===== src/rtl/push_seq_6801.sv =====
// Stack push sequencer: writes PC / X / ACCA / full interrupt frame downward from sp_in, one byte per cycle.
// Optional STACK_WRAP_FLAG_EN macro adds a sticky stack_wrap output for sp_out wrapping past 0x0000.
module push_seq_6801 (
  input  logic        clk,
  input  logic        reset,
  input  logic        hold,
  input  logic        start,
  input  logic [1:0]  mode,
  input  logic [15:0] pc,
  input  logic [15:0] xreg,
  input  logic [15:0] sp_in,
  input  logic [7:0]  acca,
  input  logic [7:0]  accb,
  input  logic [7:0]  ccr,
  output logic [15:0] addr,
  output logic [7:0]  data_out,
  output logic        we,
  output logic [15:0] sp_out,
  output logic        busy,
  output logic        done
`ifdef STACK_WRAP_FLAG_EN
  ,
  output logic        stack_wrap
`endif
);

  typedef enum logic [1:0] {IDLE, PUSH, DONE} state_t;

  state_t      state_q;
  logic [1:0]  mode_q;
  logic [15:0] pc_q, x_q, sp_q, addr_q;
  logic [7:0]  a_q, b_q, c_q, data_q;
  logic [2:0]  k_q;
  logic        busy_q, done_q;
  logic [15:0] sp_dec;
  logic        last_byte;

  // Byte k of the push sequence for a given mode; out-of-range k yields 0.
  function automatic logic [7:0] sel_byte(input logic [1:0] m, input logic [2:0] k,
                                          input logic [15:0] p, input logic [15:0] x,
                                          input logic [7:0] a, input logic [7:0] b,
                                          input logic [7:0] c);
    logic [7:0] r;
    r = 8'h00;
    case (m)
      2'd0: if (k == 3'd0) r = p[7:0]; else if (k == 3'd1) r = p[15:8];
      2'd1:
        case (k)
          3'd0:    r = p[7:0];
          3'd1:    r = p[15:8];
          3'd2:    r = x[7:0];
          3'd3:    r = x[15:8];
          3'd4:    r = a;
          3'd5:    r = b;
          3'd6:    r = c;
          default: r = 8'h00;
        endcase
      2'd2: if (k == 3'd0) r = a;
      default: if (k == 3'd0) r = x[7:0]; else if (k == 3'd1) r = x[15:8];
    endcase
    return r;
  endfunction

  function automatic logic [2:0] last_k(input logic [1:0] m);
    case (m)
      2'd1:    return 3'd6;
      2'd2:    return 3'd0;
      default: return 3'd1;
    endcase
  endfunction

  assign sp_dec    = sp_q - 16'd1;
  assign last_byte = (k_q == last_k(mode_q));

  // The strobe must drop in the same cycle hold rises, so it is gated rather than registered.
  assign we       = (state_q == PUSH) && !hold;
  assign addr     = addr_q;
  assign data_out = data_q;
  assign sp_out   = sp_q;
  assign busy     = busy_q;
  assign done     = done_q;

`ifdef STACK_WRAP_FLAG_EN
  logic wrap_q;
  assign stack_wrap = wrap_q;
`endif

  // NOTE: every register here uses <= so all updates see the pre-edge values, regardless of statement order.
  always_ff @(posedge clk) begin
    if (reset) begin
      state_q <= IDLE;
      mode_q  <= 2'd0;
      pc_q    <= 16'h0000;
      x_q     <= 16'h0000;
      sp_q    <= 16'h0000;
      addr_q  <= 16'h0000;
      a_q     <= 8'h00;
      b_q     <= 8'h00;
      c_q     <= 8'h00;
      data_q  <= 8'h00;
      k_q     <= 3'd0;
      busy_q  <= 1'b0;
      done_q  <= 1'b0;
`ifdef STACK_WRAP_FLAG_EN
      wrap_q  <= 1'b0;
`endif
    end else if (!hold) begin
      case (state_q)
        IDLE: begin
          if (start) begin
            mode_q  <= mode;
            pc_q    <= pc;
            x_q     <= xreg;
            a_q     <= acca;
            b_q     <= accb;
            c_q     <= ccr;
            sp_q    <= sp_in;
            addr_q  <= sp_in;
            data_q  <= sel_byte(mode, 3'd0, pc, xreg, acca, accb, ccr);
            k_q     <= 3'd0;
            busy_q  <= 1'b1;
            state_q <= PUSH;
`ifdef STACK_WRAP_FLAG_EN
            wrap_q  <= 1'b0;
`endif
          end
        end
        PUSH: begin
          // addr/data are preloaded with the following byte so they are valid the moment we rises.
          sp_q   <= sp_dec;
          addr_q <= sp_dec;
          k_q    <= k_q + 3'd1;
          data_q <= sel_byte(mode_q, k_q + 3'd1, pc_q, x_q, a_q, b_q, c_q);
`ifdef STACK_WRAP_FLAG_EN
          if (sp_q == 16'h0000) wrap_q <= 1'b1;
`endif
          if (last_byte) begin
            state_q <= DONE;
            done_q  <= 1'b1;
          end
        end
        default: begin
          state_q <= IDLE;
          done_q  <= 1'b0;
          busy_q  <= 1'b0;
        end
      endcase
    end
  end

endmodule


===== config.mk =====
export PLATFORM = sky130hd
export DESIGN_NAME = push_seq_6801
export DESIGN_NICKNAME = d
export VERILOG_FILES = /design/src/rtl/push_seq_6801.sv
export SDC_FILE = /design/constraint.sdc
export NUM_CORES = 1
export LEC_CHECK = 0
export CAP_MARGIN = 20
export CORE_UTILIZATION = 53
export DETAILED_ROUTE_END_ITERATION = 16
export HOLD_SLACK_MARGIN = 0.1
export PLACE_DENSITY = 0.92
export RECOVER_POWER = 50
export SYNTH_ARGS = -nofsm -noshare
export SYNTH_HDL_FRONTEND = slang
export SYNTH_SLANG_ARGS = --single-unit

===== constraint.sdc =====
create_clock -name clk -period 6.39 [get_ports clk]
set_input_delay 0.639 -clock clk [delete_from_list [all_inputs] [get_ports clk]]
set_output_delay 0.639 -clock clk [all_outputs]
set_load 0.01 [all_outputs]

==> results.cfg <==
[cts]
clkTransAtPathRegs_ns = 0.09
cts_sinks = 89
cts_max_level = 3
root_buffer = clkbuf_8
worstSkewPairLatency_ns = 0.37
post_cts_resized = 0
cts_buffers = 9
cts_setup_buffers = 0
cts_tree = built
postCtsHoldBufs = 0
clock_path_buffers = 2

[min_path]
holdCritPathClass = reg2reg

[setup_path]
crit_family = simple AND/OR/NAND/NOR gates
startpoint_type = primary input
rrSetupSlack_ns = 2.90
crit_buf_inv = 2
crit_type = in2reg
critical-path-slowest-cell = nor2_1
crit_top_cell = nor2_1
slowest_delay_ns = 1.31
crit_arrival_ns = 4.54
worst_setup_path_end_kind = flip-flop
crit_chain = dlygate4sd3_1 -> nor2_1 -> o21ai_0 -> nor2_1 -> buf_4 -> a22oi_1 -> o22ai_1
worst-path-max-fanout = 41
cp.required_ns = 6.68

[synthesis]
synthTopCellsByCount = nand2_1 (136), dfxtp_1 (89), a21oi_1 (86)
synth-simple-area-share_pct = 18.2
synth-main-ff-cell = dfxtp_1
ys_ff_latch = 89
synth_edf_count = 0
synth_mux_area_share_pct = 2.32
synth-warning-count = 0
synth_compound_area_share_pct = 30.5
yosys-top-cells-area = dfxtp_1 (38%), nand2_1 (11%), a21oi_1 (9.1%)
avgSynthCellArea_um2 = 7.63
synth_fp_nets = 710
synthAdderAreaFrac_pct = 2.64
yosysMostFrequentCell = nand2_1
synth_area_leader_cell = dfxtp_1
synth.distinct_cells = 52
synth_xor_area_share_pct = 0.554
synth_top_area_share_pct = 37.6
syn_area_um2 = 4740
synth_top_family_by_area = compound AO/OA/AOI/OAI gates
ys_seq_area_share_pct = 37.6
synthArstFlopShare_pct = 0
synthCells = 622

[drt]
drt-total-wl_mm = 15.0
drt_iter0_markers = 539
ant_nets = 0
dr.pass1.iters = 5
via_per_inst = 6.30
drc = 0
vias = 5062
wl_per_cell_um = 18.6

[timing]
whs_ns = 0.463
clock_skew_ns = 0.00930
finalSetupTns_ns = 0
hold_violations = 0
fin_crit_ns = 4.25
setup-violations-final = 0
rsz0062_at_grt = no
clock.fmax_mhz = 235
slew_violations = 28
tightest_slew_ns = 1.54
max_slew_margin_pct = -3.24
fin_crit_sh_pct = 66.5
setup_slack_ns = 2.14

[global_route]
antenna_found_initial = 0
grt.overflow.total = 0
grt_start_max_net_pins = 88
grt_pass1_wl_mm = 23.8
grt_pass1_vias = 4700
grt_use_total_pct = 31.6

[floorplanning]
die_x_um = 96.6
core_area_um2 = 8680
fp.dieH_um = 96.6
io_pins = 121
die_area_um2 = 9330
row_count = 34
initial_core_util_pct = 54.7

[placement]
dp_slack_ns = 2.70
dpl_cell_area_um2 = 5790
port_buffers = 120
placed_cells = 786
gp_congestion = 0.867
dp_hpwl_mm = 10.3

[power]
ir_worst_vdd_v = 0.000104
p_per_area_nw_per_um2 = 225
power_mw = 1.34
p_leak_nw = 2.21

[cells_and_area]
post-route-cell-area_um2 = 5970
seqCellArea_um2 = 1780
final_cells = 804
multi_input_area_um2 = 2570
drive_gt1_share_pct = 3.59
final_nets = 779
utilization_pct = 68.8
fillers = 715
diodes = 0
area_growth_pct = 25.8

[run_status]
violations = max-capacitance violations, max-slew violations
outcome = complete, but fails checks

[job]
maxCapViolCount = 1
where the power goes:
group,switching [mW],internal [mW],leakage (nW)
sequential,0.0455,0.596,0.728
combinational,0.185,0.156,1.40
clock,0.208,0.152,0.0826
total,0.438,0.904,2.21
kinds of logic (layout without fill, tap and decap cells):
group,count (synthesis),count (layout)
AO/OA/AOI/OAI,219,219
XOR/XNOR,3,3
adder cells (fa/ha/maj),10,10
buffers and inverters,86,160
flip-flops,89,89
multiplexers,11,11
AND/OR/NAND/NOR,204,204
worst paths after layout:
kind / from / to / cells past startpoint
setup / recovery: hold / data_out[2] / 7
hold / removal: busy / busy / 1
setup reg to reg: state_q[1] / data_out[2] / 6
hold reg to reg: busy / busy / 1
routing by layer:
metal  global-route usage [%]  part of all wire [%]  vias up
met1                     38.8                    39     2374
li1                         -                     -     2351
met5                        0                     0        -
met3                     6.79                   8.2       46
met2                     53.5                    49      291
met4                     13.4                   3.7        0
layout by cell type (no fill, tap or decap), types with 3 or more instances in the layout:
master and n:
clkdlybuf4s50_1 76, dfxtp_1 89, and2_1 3, a221oi_1 12, o21ai_0 16, and3_1 5, a31oi_1 4, nor2_1 29
dlygate4sd3_1 43, buf_4 5, nor3_1 8, ha_1 10, a22oi_1 39, inv_1 18, a222oi_1 8, o22ai_1 11
nand3_1 9, clkbuf_1 3, o31ai_1 3, a211oi_1 6, clkbuf_8 10, mux2i_1 11, o21bai_1 4, a21oi_1 86
o21a_1 4, a221o_1 8, nand2_1 136
cell type report:
type	count	share of cell area, %
Inverter	18	1.13
Clock inverter	4	0.482
Clock buffer	12	2.43
Tap cell	108	2.26
Multi-Input combinational cell	447	43.1
Timing Repair Buffer	126	20.7
Sequential cell	89	29.9
worst reg2reg max path: stages, from the launching register on:
cell	delay [ns]
dfxtp_1	0.39
nor2_1	0.34
o21ai_0	0.49
nor2_1	1.31
buf_4	0.56
a22oi_1	0.14
o22ai_1	0.18
flip-flops by register name, indices dropped and copies added, names as in the netlist:
| register | flops |
|---|---|
| addr | 16 |
| pc_q | 16 |
| x_q | 16 |
| a_q | 8 |
| b_q | 8 |
| c_q | 8 |
| data_out | 8 |
| k_q | 3 |
| mode_q | 2 |
| state_q | 2 |
| busy | 1 |
| done | 1 |
Note: power is estimated with default switching activity, not from simulation.
